**src/rtl/alu_pkg.sv**
```systemverilog
// Shared definitions for the ALU command sequencer: op codes, FSM encoding and
// the command record carried through the FIFO.
package alu_pkg;

    localparam logic [3:0] OP_0 = 4'h0;
    localparam logic [3:0] OP_1 = 4'h1;
    localparam logic [3:0] OP_2 = 4'h2;
    localparam logic [3:0] OP_3 = 4'h3;
    localparam logic [3:0] OP_4 = 4'h4;
    localparam logic [3:0] OP_5 = 4'h5;
    localparam logic [3:0] OP_6 = 4'h6;
    localparam logic [3:0] OP_7 = 4'h7;
    localparam logic [3:0] OP_8 = 4'h8;
    localparam logic [3:0] OP_9 = 4'h9;
    localparam logic [3:0] OP_A = 4'hA;

    localparam logic [3:0] MAX_OP_DEF = OP_A;

    localparam int CMD_W = 20;

    typedef enum logic [1:0] {
        IDLE    = 2'd0,
        WAIT    = 2'd1,
        CAPTURE = 2'd2,
        RESP    = 2'd3
    } state_e;

    typedef struct packed {
        logic [3:0] op;
        logic [7:0] a;
        logic [7:0] b;
    } cmd_t;

endpackage

```
**src/rtl/alu_cmd_fifo.sv**
```systemverilog
// Synchronous command FIFO with full/empty flags; reads are combinational
// from the head entry so the sequencer can inspect the op before popping.
module alu_cmd_fifo #(
    parameter int DEPTH = 4,
    parameter int W     = 20
) (
    input  logic         clk,
    input  logic         rst,
    input  logic         push,
    input  logic [W-1:0] wr_data,
    input  logic         pop,
    output logic [W-1:0] rd_data,
    output logic         full,
    output logic         empty
);

    localparam int AW = $clog2(DEPTH);

    logic [W-1:0]  mem_q [DEPTH];
    logic [AW-1:0] wr_ptr_q, wr_ptr_d;
    logic [AW-1:0] rd_ptr_q, rd_ptr_d;
    logic [AW:0]   count_q, count_d;
    logic          do_push, do_pop;

    assign full    = (count_q == (AW+1)'(DEPTH));
    assign empty   = (count_q == '0);
    assign do_push = push & ~full;
    assign do_pop  = pop & ~empty;
    assign rd_data = mem_q[rd_ptr_q];

    // Pointers are exactly AW bits wide, so wrap modulo DEPTH is free.
    always_comb begin
        wr_ptr_d = wr_ptr_q;
        rd_ptr_d = rd_ptr_q;
        count_d  = count_q;
        if (do_push) wr_ptr_d = wr_ptr_q + AW'(1);
        if (do_pop)  rd_ptr_d = rd_ptr_q + AW'(1);
        case ({do_push, do_pop})
            2'b10:   count_d = count_q + (AW+1)'(1);
            2'b01:   count_d = count_q - (AW+1)'(1);
            default: count_d = count_q;
        endcase
    end

    always_ff @(posedge clk or negedge rst) begin
        if (!rst) begin
            wr_ptr_q <= '0;
            rd_ptr_q <= '0;
            count_q  <= '0;
        end else begin
            wr_ptr_q <= wr_ptr_d;
            rd_ptr_q <= rd_ptr_d;
            count_q  <= count_d;
        end
    end

    always_ff @(posedge clk) begin
        if (do_push) mem_q[wr_ptr_q] <= wr_data;
    end

endmodule

```
**src/rtl/alu_cmd_sequencer.sv**
```systemverilog
// Issue stage for the 8-bit ALU: buffers {op,a,b} commands, drives the ALU one
// command at a time, waits its fixed latency and returns the result downstream.
module alu_cmd_sequencer
    import alu_pkg::*;
#(
    parameter int         FIFO_DEPTH = 4,
    parameter int         ALU_LAT    = 1,
    parameter logic [3:0] MAX_OP     = MAX_OP_DEF
) (
    input  logic       clk,
    input  logic       rst,
    input  logic       cmd_valid,
    output logic       cmd_ready,
    input  logic [3:0] cmd_op,
    input  logic [7:0] cmd_a,
    input  logic [7:0] cmd_b,
    output logic [7:0] alu_a,
    output logic [7:0] alu_b,
    output logic [3:0] alu_select,
    input  logic [7:0] alu_final,
    output logic       res_valid,
    input  logic       res_ready,
    output logic [7:0] res_data,
    output logic [3:0] res_op,
    output logic       res_err,
    output logic       busy
);

    localparam logic [2:0] LAT_LAST = 3'(ALU_LAT - 1);

    state_e     state_q, state_d;
    logic [2:0] cnt_q, cnt_d;
    logic       rdy_q;
    logic [7:0] alu_a_q, alu_a_d, alu_b_q, alu_b_d;
    logic [3:0] alu_sel_q, alu_sel_d;
    logic       res_valid_q, res_valid_d;
    logic [7:0] res_data_q, res_data_d;
    logic [3:0] res_op_q, res_op_d;
    logic       res_err_q, res_err_d;

    logic         fifo_full, fifo_empty, fifo_pop, fifo_push;
    logic [CMD_W-1:0] fifo_rd;
    cmd_t         head;

    // rdy_q keeps cmd_ready low until the first clock after reset release.
    assign cmd_ready = rdy_q & ~fifo_full;
    assign fifo_push = cmd_valid & cmd_ready;
    assign head      = cmd_t'(fifo_rd);

    alu_cmd_fifo #(
        .DEPTH (FIFO_DEPTH),
        .W     (CMD_W)
    ) u_fifo (
        .clk     (clk),
        .rst     (rst),
        .push    (fifo_push),
        .wr_data ({cmd_op, cmd_a, cmd_b}),
        .pop     (fifo_pop),
        .rd_data (fifo_rd),
        .full    (fifo_full),
        .empty   (fifo_empty)
    );

    always_comb begin
        state_d     = state_q;
        cnt_d       = cnt_q;
        alu_a_d     = alu_a_q;
        alu_b_d     = alu_b_q;
        alu_sel_d   = alu_sel_q;
        res_data_d  = res_data_q;
        res_op_d    = res_op_q;
        res_err_d   = res_err_q;
        res_valid_d = 1'b0;
        fifo_pop    = 1'b0;
        case (state_q)
            IDLE: begin
                if (!fifo_empty) begin
                    fifo_pop = 1'b1;
                    if (head.op <= MAX_OP) begin
                        alu_a_d   = head.a;
                        alu_b_d   = head.b;
                        alu_sel_d = head.op;
                        cnt_d     = '0;
                        state_d   = WAIT;
                    end else begin
                        // Illegal op bypasses the ALU; its inputs keep the last command.
                        res_data_d = '0;
                        res_op_d   = head.op;
                        res_err_d  = 1'b1;
                        state_d    = RESP;
                    end
                end
            end
            WAIT: begin
                if (cnt_q == LAT_LAST) state_d = CAPTURE;
                else                   cnt_d   = cnt_q + 3'd1;
            end
            CAPTURE: begin
                res_data_d = alu_final;
                res_op_d   = alu_sel_q;
                res_err_d  = 1'b0;
                state_d    = RESP;
            end
            RESP: begin
                // Valid is registered, so it rises one edge after entering RESP.
                if (res_valid_q && res_ready) state_d     = IDLE;
                else                          res_valid_d = 1'b1;
            end
            default: state_d = IDLE;
        endcase
    end

    always_ff @(posedge clk or negedge rst) begin
        if (!rst) begin
            state_q     <= IDLE;
            cnt_q       <= '0;
            rdy_q       <= 1'b0;
            alu_a_q     <= '0;
            alu_b_q     <= '0;
            alu_sel_q   <= '0;
            res_valid_q <= 1'b0;
            res_data_q  <= '0;
            res_op_q    <= '0;
            res_err_q   <= 1'b0;
        end else begin
            state_q     <= state_d;
            cnt_q       <= cnt_d;
            rdy_q       <= 1'b1;
            alu_a_q     <= alu_a_d;
            alu_b_q     <= alu_b_d;
            alu_sel_q   <= alu_sel_d;
            res_valid_q <= res_valid_d;
            res_data_q  <= res_data_d;
            res_op_q    <= res_op_d;
            res_err_q   <= res_err_d;
        end
    end

    assign alu_a      = alu_a_q;
    assign alu_b      = alu_b_q;
    assign alu_select = alu_sel_q;
    assign res_valid  = res_valid_q;
    assign res_data   = res_data_q;
    assign res_op     = res_op_q;
    assign res_err    = res_err_q;
    assign busy       = ~fifo_empty | (state_q != IDLE);

endmodule

```
**config.mk**
```make
export PLATFORM = sky130hd
export DESIGN_NAME = alu_cmd_sequencer
export DESIGN_NICKNAME = d
export VERILOG_FILES = /design/src/rtl/alu_pkg.sv /design/src/rtl/alu_cmd_fifo.sv /design/src/rtl/alu_cmd_sequencer.sv
export SDC_FILE = /design/constraint.sdc
export NUM_CORES = 1
export LEC_CHECK = 0
export BUFFER_PORTS_ARGS = -buffer_cell sky130_fd_sc_hd__buf_2
export CAP_MARGIN = 20
export CELL_PAD_IN_SITES_DETAIL_PLACEMENT = 1
export CELL_PAD_IN_SITES_GLOBAL_PLACEMENT = 1
export CORE_ASPECT_RATIO = 1.4
export CORE_UTILIZATION = 49
export DETAILED_ROUTE_END_ITERATION = 8
export PLACE_DENSITY = 0.76
export SLEW_MARGIN = 20
export SYNTH_ARGS = -nofsm -noshare
export SYNTH_HDL_FRONTEND = slang
export SYNTH_HIERARCHICAL = 1
export SYNTH_SLANG_ARGS = --single-unit
```
**constraint.sdc**
```tcl
create_clock -name clk -period 2.57 [get_ports clk]
set_input_delay 0.6425 -clock clk [delete_from_list [all_inputs] [get_ports clk]]
set_output_delay 0.6425 -clock clk [all_outputs]
set_load 0.02 [all_outputs]
```
==> key figures, run 1 <==
Outcome
  – Status: finished, final reports clean

Critical path
  – R2R Path Start: u_fifo/rd_ptr_q[0]
  – CP Depth: 7
  – RR Endpoint: alu_b[4]
  – Cells on worst reg2reg path: 7
  – Crit-path slowest cell: mux4_2
  – CP Capture Type: register
  – Largest delay share family, worst path: multiplexers
  – Delay of the slowest cell on the worst path: around 0.57 ns
  – CP Launch Type: register
  – CP most frequent cell: buf_12
  – Register-to-register setup slack: about 0.17 ns
  – Worst Path Required: between 2 and 3 ns
  – Critical Path End: alu_b[4]
  – Critical path arrival: ~2.7 ns
  – Worst Path Buf+Inv: 2
  – CP Class: reg2reg
  – Critical path startpoint: u_fifo/rd_ptr_q[0]
  – Critical path, cell by cell: buf_12 -> mux4_2 -> a21oi_2 -> nor2b_1 -> nor2_2 -> buf_12 -> mux2_2
  – CP Max Fanout: 18

Route
  – Routed Antenna Nets: 0
  – DRT iter0 DRCs: approximately 130
  – Post-DR vias/cell: 5.39
  – Count of TritonRoute iterations in the first routing pass: 4
  – Routed len/inst: about 21 um
  – Detailed-route via count: around 2800
  – Routed wire length: 10700 um
  – DRC errors left: 0

Synth
  – Synth top area cells: edfxtp_1, dfrtp_1, mux4_2, mux2_2, ha_1
  – Syn_area_per_cell: about 18 um^2
  – Distinct cell type count after synthesis: 44
  – FFs w/ async S/R, synth: between 30% and 40%
  – Seq/Total Area, Yosys: between 70% and 80%
  – Ys flop type: edfxtp_1
  – Mapped cell area: about 5100 um^2
  – Post-synthesis cell count: between 200 and 300
  – Yosys warns: 6
  – Synth top area share: a little under half
  – Synth Net Count: 320
  – #FFs+latches synth: about 130
  – Biggest area consumer among synthesized cells: edfxtp_1
  – EDFF count, synth: 80

STA
  – Max-slew violations: 0
  – RSZ-0062 raised after global routing: false
  – Post-route minimum period: about 2.4 ns
  – Setup Total Neg Slack: 0 ns
  – Worst Tran Pin Value: just under 0.7 ns
  – Max Clock Freq: roughly 420 MHz
  – Clock Skew: between 0.007 and 0.008 ns
  – Slew headroom: a little over half
  – Endpoints failing setup: 0
  – Tcrit/Tclk final: between 90% and 100%
  – Fin. Hold Viols: 0

GRT
  – Total gr overflow: 0
  – First-pass GRT wire length: 16800 um
  – Initial antenna violation count: 1
  – Gr usage total: 22.4%
  – Vias in the first global route: about 3100
  – Largest net degree at the start of global routing: 31

Power and ir drop
  – Combinational power share: between 30% and 40%
  – LEAKAGE: 2.56 nW
  – Internal Power: 5.83 mW
  – PwrDens: 1350 nW/um^2
  – Switching Power: 2.76 mW
  – Peak VDD IR: 0.629 mV
  – Seq pwr share: between 30% and 40%
  – Clk pwr share: 30.9%
  – Sw Share: between 30% and 40%

Clock network
  – CTS Hold Bufs: 0
  – H-tree levels: 4
  – CTS tree: yes
  – CTS Buffer Depth: 2
  – TritonCTS Buffers: 17
  – Clock latency on the worst-skew pair: a little over 0.4 ns
  – Worst-path clk slew: around 0.06 ns
  – Total setup buffers inserted after CTS: 0
  – CTS root buffer: clkbuf_16
  – Resize count post-CTS: 0
  – Clk sinks: between 100 and 150

Run
  – Number of max-cap violations: 0

Worst hold path
  – Worst Hold Class: in2async

Place
  – Dpl hpwl: 6770 um
  – Port Buffers: 67
  – Final Wtd Congestion: 0.721

Cells and area
  – Layout cells sized above 1: a little over two fifths
  – Layout area overhead: 24.9%
  – Final nets: 414
  – Final Util: approximately 63%

Floorplan
  – Die area: approximately 11000 um^2
  – Die W: between 80 and 90 um
  – Io pins: about 70
  – Rows: 43
  – Initial Utilization: around 51%
  – Total core area: between 10000 and 15000 um^2
  – Die Y-Extent: ~120 um
## layout by cell type (no fill, tap or decap), drive strengths merged, types with 5 or more instances in the layout
cell type / n
buf: 83
edfxtp: 80
dfrtp: 47
mux2: 20
inv: 20
mux4: 20
clkbuf: 20
a22o: 12
ha: 11
nor2: 7
and2: 6
bufinv: 5
## cell usage after synthesis, types with 2 or more instances
cell and count:
nand3b_1 2, ha_1 11, a21oi_1 2, and2_1 5, a222oi_1 2, mux2_2 19
mux4_2 18, a21oi_2 2, nor2b_1 3, o211ai_1 2, o21ai_0 3, buf_6 2
dfrtp_1 47, nand2_1 3, inv_1 18, mux4_1 2, nor2_1 7, a22o_1 12
xor2_1 3, xnor2_1 3, edfxtp_1 80, mux2i_1 3, buf_2 4, o22ai_1 3
## registers in the layout, indices dropped and copies added, names as in the netlist, 2 cells and up
signal           cells
alu_a                8
u_fifo/count_q       3
res_op               4
u_fifo/wr_ptr_q      2
alu_b                8
state_q              2
alu_select           4
res_data             8
cnt_q                3
u_fifo/mem_q        80
u_fifo/rd_ptr_q      2
## power by group through the flow
stage	combinational [mW]	sequential, mW	clock, mW
finish	2.94	2.99	2.66
global route	3.17	3.06	2.78
CTS	2.98	3.01	2.70
detailed placement	2.89	3.03	0
global placement	2.77	3.00	0
floorplan	1.70	3.27	0
## through the flow
stage | power (mW) | setup slack (ns) | cell area [um^2] | cells | hold WS, ns
floorplan | 4.96 | 0.298 | 5070 | 276 | 0.347
global placement | 5.77 | 0.263 | 5670 | 486 | 0.474
finish | 8.58 | 0.169 | 6340 | 519 | 0.270
CTS | 8.69 | 0.152 | 6340 | 518 | 0.277
global route | 9.00 | 0.00774 | 6340 | 519 | 0.323
detailed placement | 5.91 | 0.192 | 5670 | 486 | 0.485
## cell type report
type                            count  area, um^2
Timing Repair Buffer               83         480
Sequential cell                   127        3580
Antenna cell                        1        2.50
Tap cell                          135         169
Multi-Input combinational cell    123        1380
Clock inverter                     12         206
Fill cell                         934        3670
Inverter                           18        67.6
Clock buffer                       20         457
## kinds of logic after synthesis
| group | count (synthesis) | share of synthesized area [%] |
|---|---|---|
| AOI/OAI and AO/OA | 32 | 4.96 |
| adders and majority gates | 12 | 3.11 |
| muxes | 43 | 14.1 |
| xor gates and xnor gates | 6 | 1.04 |
| buffers and inverters | 26 | 2.39 |
| DFF | 127 | 70.5 |
| and+or+nand+nor | 29 | 3.80 |
| other | 1 | 0.0739 |
## per-layer routing
layer / global-route usage (%) / up-vias / part of all wire, %
met5: 0 / - / 0
met4: 8.37 / 0 / 1.8
met3: 6.52 / 14 / 3.7
met2: 40.8 / 75 / 56
met1: 24.1 / 1451 / 39
li1: - / 1257 / -
## how the worst min path moves through the flow
stage	startpoint	endpoint	slack [ns]	cells past startpoint
2_1_floorplan	rst	alu_a[0]	0.35	0
3_3_place_gp	res_valid	res_valid	0.47	1
3_5_place_dp	res_valid	res_valid	0.48	1
4_1_cts	rst	alu_select[1]	0.28	1
5_1_grt	rst	cnt_q[2]	0.32	1
6_report	rst	cnt_q[2]	0.27	1
Power figures use the tool's default switching activity.
==> run 2: changes to the inputs <==
--- a/config.mk
+++ b/config.mk
@@ -10,11 +10,10 @@
 export CELL_PAD_IN_SITES_DETAIL_PLACEMENT = 1
 export CELL_PAD_IN_SITES_GLOBAL_PLACEMENT = 1
 export CORE_ASPECT_RATIO = 1.4
-export CORE_UTILIZATION = 49
+export CORE_UTILIZATION = 48
 export DETAILED_ROUTE_END_ITERATION = 8
-export PLACE_DENSITY = 0.76
+export PLACE_DENSITY = 0.89
 export SLEW_MARGIN = 20
 export SYNTH_ARGS = -nofsm -noshare
 export SYNTH_HDL_FRONTEND = slang
-export SYNTH_HIERARCHICAL = 1
 export SYNTH_SLANG_ARGS = --single-unit
==> key figures, run 2 <==
STA
  – Max-slew violations: 0 (unchanged)
  – Max Clock Freq: 416 MHz (-0.15%)
  – Worst Tran Pin Value: 0.767 ns (+0.0814 ns)
  – Clock Skew: 0.0140 ns (+0.00691 ns)
  – Endpoints failing setup: 0 (unchanged)
  – Setup Total Neg Slack: 0 ns (unchanged)
  – Fin. Hold Viols: 0 (unchanged)
  – Post-route minimum period: 2.40 ns (+0.00352 ns)
  – Fin Hold WS: 0.216 ns (-0.0543 ns)
  – RSZ-0062 raised after global routing: false
  – Slew headroom: 48.9% (-5.4 points)
  – Tcrit/Tclk final: 93.6% (+0.14 points)

Power and ir drop
  – Switching Power: 2.71 mW (-1.7%)
  – Tot Pwr: 8.10 mW (-5.7%)
  – Combinational power share: 35.2% (+1.0 points)
  – Peak VDD IR: 0.728 mV (+16%)
  – Sw Share: 33.5% (+1.3 points)
  – LEAKAGE: 2.55 nW (-0.20%)
  – Clk pwr share: 28.3% (-2.6 points)
  – PwrDens: 1280 nW/um^2 (-5.4%)
  – Seq pwr share: 36.5% (+1.6 points)
  – Internal Power: 5.39 mW (-7.5%)

Route
  – Count of TritonRoute iterations in the first routing pass: 6 (+2)
  – DRT iter0 DRCs: 138 (+7.8%)
  – Routed wire length: 11000 um (+2.8%)
  – Routed len/inst: 20.2 um (-1.5%)
  – Post-DR vias/cell: 5.38 (-0.17%)
  – Routed Antenna Nets: 0 (unchanged)
  – Detailed-route via count: 2916 (+4.3%)
  – DRC errors left: 0 (unchanged)

Place
  – Final Wtd Congestion: 0.757 (+5.0%)
  – Placed inst area: 5740 um^2 (+1.2%)
  – Dpl hpwl: 7230 um (+6.9%)
  – Port Buffers: 67 (unchanged)
  – Placed Cells: 509 (+4.7%)

Cells and area
  – Commonest non-fill, non-tap cells in the layout: edfxtp_1, buf_2, dfrtp_1, nand2_1
  – Final design area excluding fillers: 6320 um^2 (-0.32%)
  – Layout area overhead: 22.2%
  – Largest Register: u_fifo.mem_q
  – Final nets: 435 (+5.1%)
  – Commonest non-fill, non-tap cell in the layout: edfxtp_1
  – Layout cells sized above 1: 39.0% (-3.1 points)
  – Fin cells: 542 (+4.4%)
  – Max reg flops: 80 (unchanged)

Synth
  – Yosys warns: 0 (-6)
  – Complex-gate fraction of the synthesized area: 4.33% (-0.62 points)
  – Mapped cell area: 5170 um^2 (+1.9%)
  – Distinct cell type count after synthesis: 42 (-4.5%)
  – Commonest cells in the synthesized netlist: edfxtp_1, dfrtp_1, nand2_1
  – Seq/Total Area, Yosys: 69.2% (-1.3 points)
  – Adder-Cell Fraction of Synth Area: 3.29% (+0.18 points)
  – Syn_area_per_cell: 17.4 um^2 (-5.3%)
  – Post-Synth XOR/XNOR Area: 1.02% (-0.019 points)
  – Simple-gate area share of the yosys netlist: 3.27% (-0.53 points)
  – Synth Net Count: 342 (+6.9%)
  – #FFs+latches synth: 127 (unchanged)
  – Ys flop type: edfxtp_1
  – Synth top area cells: edfxtp_1, dfrtp_1, mux4_2, mux2_2, ha_1
  – FFs w/ async S/R, synth: 37.0% (unchanged)
  – EDFF count, synth: 80 (unchanged)
  – Post-synthesis cell count: 297 (+7.6%)
  – Largest family of logic cells by synthesized area: multiplexers
  – Synth top area share: 46.5% (-0.87 points)
  – Most common cell in the netlist: edfxtp_1
  – Biggest area consumer among synthesized cells: edfxtp_1
  – Mux cell area share after synthesis: 15.9% (+1.7 points)

Critical path
  – CP Max Fanout: 4 (-14)
  – Worst Path Required: 2.90 ns (+0.04 ns)
  – Critical path arrival: 2.73 ns (+0.04 ns)
  – CP Capture Type: register
  – CP Launch Type: register
  – CP Class: reg2reg

Clock network
  – CTS Buffer Depth: 2 (unchanged)
  – CTS root buffer: clkbuf_16
  – Worst-path clk slew: 0.06 ns (about the same)
  – H-tree levels: 4 (unchanged)
  – TritonCTS Buffers: 17 (unchanged)
  – Clk sinks: 127 (unchanged)
  – CTS tree: yes
  – Clock latency on the worst-skew pair: 0.41 ns (about the same)

Floorplan
  – Io pins: 68 (unchanged)
  – Die Y-Extent: 125 um (+1.9%)
  – Die area: 11200 um^2 (+3.9%)
  – Die W: 89.7 um (+1.9%)
  – Total core area: 10400 um^2 (+4.0%)
  – Rows: 44 (+2.3%)
  – Initial Utilization: 49.7% (-1.0 points)

Outcome
  – Status: finished, final reports clean

Run
  – Number of max-cap violations: 0 (unchanged)

GRT
  – Largest net degree at the start of global routing: 48 (+55%)
  – Vias in the first global route: 3352 (+7.2%)
  – Total gr overflow: 0 (unchanged)
  – Gr usage total: 21.7% (-0.68 points)
  – First-pass GRT wire length: 17700 um (+5.8%)
  – Initial antenna violation count: 1 (unchanged)

Worst hold path
  – Worst Hold Class: in2async
run 2: changes by cell type in the layout (fill, tap and decap cells not counted), sizes merged, moves of 5 or more:
cell | previous run | this run
a22o | 12 | 0
o21ai | 3 | 8
nor2 | 7 | 2
nand2 | 3 | 24
and3 | 0 | 5
mux2i | 3 | 8
and2 | 6 | 1
run 2: kinds of logic after synthesis:
group | Yosys count
AO/OA/AOI/OAI | 29
other | 1
XOR/XNOR | 6
multiplexers | 52
buffers and inverters | 32
AND/OR/NAND/NOR | 37
adder cells (fa/ha/maj) | 13
flip-flops | 127
run 2: worst paths after layout:
| path | startpoint | to | slack (ns) | cells past startpoint |
|---|---|---|---|---|
| max | state_q[1] | u_fifo.count_q[2] | 0.17 | 10 |
| min | rst | alu_b[0] | 0.22 | 2 |
| max reg2reg | state_q[1] | u_fifo.count_q[2] | 0.17 | 10 |
| min reg2reg | res_valid | res_valid | 0.48 | 1 |
| max in group asynchronous | rst | alu_select[0] | 2.12 | 2 |
| min in group clk | cmd_a[3] | u_fifo.mem_q[1][11] | 0.45 | 1 |
run 2: critical path: stages (launching register included):
cell and delay (ns):
dfrtp_1 0.42, inv_1 0.13, ha_1 0.19, or2b_1 0.34, inv_2 0.14, ha_1 0.20
inv_1 0.06, fa_1 0.38, xor2_1 0.16, nor2_1 0.14, xor2_1 0.17
run 2: metal layers:
metal	share of wire [%]	vias to the layer above	wire length (um)	GRT usage (%)
met4	1.7	0	183	11.7
met3	3.5	11	385	5.07
met1	38	1514	4130	23.2
met2	57	85	6270	39.2
met5	0	-	0	0
li1	-	1306	-	-
run 2: repair_timing:
action / in CTS / in global routing
endpoints found under the setup margin: 0 / 1
resized for setup: 0 / 1
buffers inserted: 0 / 0
hold buffers: 0 / 0
run 2: final cells by class:
cell class | count | area [um^2]
fill | 949 | 4090
sequential | 127 | 3580
multi-input combinational | 138 | 1440
timing repair buffer | 82 | 460
clock buffer | 20 | 457
tap | 138 | 173
clock inverter | 12 | 119
inverter | 24 | 90.1
antenna | 1 | 2.50
run 2: power by group through the flow:
stage | Sequential, mW | Clock [mW] | Combinational (mW)
2_1_floorplan | 3.19 | 0 | 1.75
3_3_place_gp | 2.94 | 0 | 2.68
3_5_place_dp | 2.99 | 0 | 2.82
4_1_cts | 2.96 | 2.34 | 2.88
5_1_grt | 3.00 | 2.42 | 3.08
6_report | 2.96 | 2.30 | 2.85
run 2: per-stage QoR:
stage / setup slack (ns) / util (%)
detailed placement: 0.115 / 55.2
global placement: 0.321 / 55.2
global route: 0.0231 / 60.7
finish: 0.166 / 60.7
floorplan: 0.291 / -
CTS: 0.0927 / 60.7
==> run 3: changes to the inputs <==
--- a/config.mk
+++ b/config.mk
@@ -5,14 +5,14 @@
 export SDC_FILE = /design/constraint.sdc
 export NUM_CORES = 1
 export LEC_CHECK = 0
-export BUFFER_PORTS_ARGS = -buffer_cell sky130_fd_sc_hd__buf_2
 export CAP_MARGIN = 20
 export CELL_PAD_IN_SITES_DETAIL_PLACEMENT = 1
 export CELL_PAD_IN_SITES_GLOBAL_PLACEMENT = 1
 export CORE_ASPECT_RATIO = 1.4
-export CORE_UTILIZATION = 48
+export CORE_UTILIZATION = 53
 export DETAILED_ROUTE_END_ITERATION = 8
-export PLACE_DENSITY = 0.89
+export DONT_BUFFER_PORTS = 1
+export PLACE_DENSITY = 0.86
 export SLEW_MARGIN = 20
 export SYNTH_ARGS = -nofsm -noshare
 export SYNTH_HDL_FRONTEND = slang
==> key figures, run 3 (same netlist as run 2, synthesis figures left out) <==
Cells and area
  – Antenna fix cells: 0 (-1)
  – Final nets: 370 (-15%)
  – Commonest non-fill, non-tap cell in the layout: edfxtp_1
  – Layout area overhead: 16.7%
  – Fin cells: 448 (-17%)
  – Layout cells sized above 1: 27.2% (-12 points)
  – Largest Register: u_fifo.mem_q
  – Commonest non-fill, non-tap cells in the layout: edfxtp_1, dfrtp_1, nand2_1, inv_1, mux2_2
  – Max reg flops: 80 (unchanged)

Place
  – Dpl hpwl: 6740 um (-6.8%)
  – Port Buffers: 0 (-100%)
  – Placed Cells: 415 (-18%)
  – Final Wtd Congestion: 0.780 (+3.0%)

Outcome
  – Status: finished, final reports clean

STA
  – Max Clock Freq: 428 MHz (+3.0%)
  – Worst Tran Pin Value: 0.600 ns (-0.167 ns)
  – Max-slew violations: 0 (unchanged)
  – Post-route minimum period: 2.34 ns (-0.0692 ns)
  – Tcrit/Tclk final: 90.9% (-2.7 points)
  – Slew headroom: 59.8% (+11 points)
  – Endpoints failing setup: 0 (unchanged)
  – Fin. Hold Viols: 0 (unchanged)
  – Setup Total Neg Slack: 0 ns (unchanged)
  – Clock Skew: 0.00567 ns (-0.00835 ns)
  – RSZ-0062 raised after global routing: false

Critical path
  – CP Launch Type: register
  – Delay of the slowest cell on the worst path: 0.73 ns (+0.31 ns)
  – Largest delay share family, worst path: multiplexers
  – Worst Path Required: 2.87 ns (-0.03 ns)
  – Critical path arrival: 2.64 ns (-0.09 ns)
  – CP Capture Type: register
  – Crit-path slowest cell: mux4_1
  – Worst Path Buf+Inv: 1 (-2)
  – Critical path, cell by cell: mux4_1 -> a21o_1 -> a21oi_2 -> buf_4 -> mux2_2
  – CP Max Fanout: 11 (+7)
  – CP Class: reg2reg

Floorplan
  – Io pins: 68 (unchanged)
  – Die W: 85.5 um (-4.7%)
  – Rows: 42 (-4.5%)
  – Total core area: 9460 um^2 (-9.1%)
  – Die area: 10200 um^2 (-9.3%)
  – Initial Utilization: 54.7% (+5.0 points)
  – Die Y-Extent: 119 um (-4.8%)

Power and ir drop
  – PwrDens: 1350 nW/um^2 (+5.6%)
  – LEAKAGE: 2.32 nW (-9.0%)
  – Peak VDD IR: 0.797 mV (+9.5%)

Route
  – Routed Antenna Nets: 0 (unchanged)
  – Routed len/inst: 24.2 um (+20%)
  – Routed wire length: 10900 um (-1.0%)
  – Post-DR vias/cell: 5.98 (+11%)
  – DRC errors left: 0 (unchanged)
  – Detailed-route via count: 2681 (-8.1%)
  – Count of TritonRoute iterations in the first routing pass: 4 (-2)
  – DRT iter0 DRCs: 138 (unchanged)

Clock network
  – H-tree levels: 4 (unchanged)
  – TritonCTS Buffers: 17 (unchanged)
  – Clock latency on the worst-skew pair: 0.42 ns (about the same)
  – CTS root buffer: clkbuf_16
  – Worst-path clk slew: 0.06 ns (about the same)
  – CTS tree: yes
  – CTS Buffer Depth: 2 (unchanged)
  – Clk sinks: 127 (unchanged)

GRT
  – Largest net degree at the start of global routing: 48 (unchanged)
  – Total gr overflow: 0 (unchanged)
  – Gr usage total: 23.7% (+2.0 points)
  – Initial antenna violation count: 0 (-1)
  – Vias in the first global route: 2967 (-11%)
  – First-pass GRT wire length: 16700 um (-5.6%)

Worst hold path
  – Worst Hold Class: in2async

Run
  – Number of max-cap violations: 0 (unchanged)
==> run 3: cell types whose count changed in the layout (fill, tap and decap cells not counted), sizes merged <==
cell / change
buf: -65
bufinv: +3
clkbuf: -2
clkinv: -2
inv: +2
clkinvlp: -1
diode: -1
==> run 3: through the flow <==
step	cell area [um^2]	setup slack [ns]	power (mW)	util, %	hold slack [ns]
floorplan	5170	0.291	4.94	-	0.347
global placement	5370	0.363	5.37	56.7	0.348
detailed placement	5370	0.260	5.56	56.7	0.349
CTS	6040	0.221	8.25	63.8	0.0705
global route	6040	0.139	8.54	63.8	0.0728
finish	6040	0.235	8.17	63.8	0.0720
==> run 3: what timing repair did <==
| item | CTS | global route |
|---|---|---|
| hold buffers | 1 | 0 |
| setup buffers | 0 | 0 |
| hold endpoints to repair | 47 | 0 |
| resized for setup | 0 | 0 |
==> run 3: layout make-up <==
cell class	count	area (um^2)
Sequential cell	127	3580
Fill cell	793	3420
Multi-Input combinational cell	138	1440
Clock buffer	18	429
Clock inverter	14	214
Timing Repair Buffer	17	148
Tap cell	110	138
Inverter	24	90.1
==> run 3: metal layers <==
metal	up-vias	GRT usage [%]	share of wire [%]
li1	1165	-	-
met3	20	9.49	6.0
met4	0	9.69	1.8
met2	88	41.5	56
met5	-	0	0
met1	1408	25.0	37
==> run 3: report_power, final <==
group,internal [mW],switching [mW],total (mW)
registers,2.66,0.642,3.30
clock network,1.72,0.888,2.61
logic,1.10,1.17,2.26
==> run 3: path summary, 6_finish.rpt <==
| check | from | end | slack [ns] | cells after the start |
|---|---|---|---|---|
| min in group clk | cmd_a[3] | u_fifo.mem_q[0][11] | 0.31 | 0 |
| worst min-delay path | rst | alu_b[7] | 0.07 | 1 |
| worst max register to register | u_fifo.rd_ptr_q[0] | alu_b[1] | 0.23 | 5 |
| worst max-delay path | u_fifo.rd_ptr_q[0] | alu_b[1] | 0.23 | 5 |
| max in group asynchronous | rst | u_fifo.rd_ptr_q[0] | 2.27 | 1 |
| worst min register to register | u_fifo.count_q[2] | u_fifo.count_q[2] | 0.50 | 1 |
==> run 3: worst register-to-register path, stage by stage, from the launching register on <==
cell     delay (ns)
dfrtp_1        0.48
mux4_1         0.74
a21o_1         0.23
a21oi_2        0.16
buf_4          0.24
mux2_2         0.37
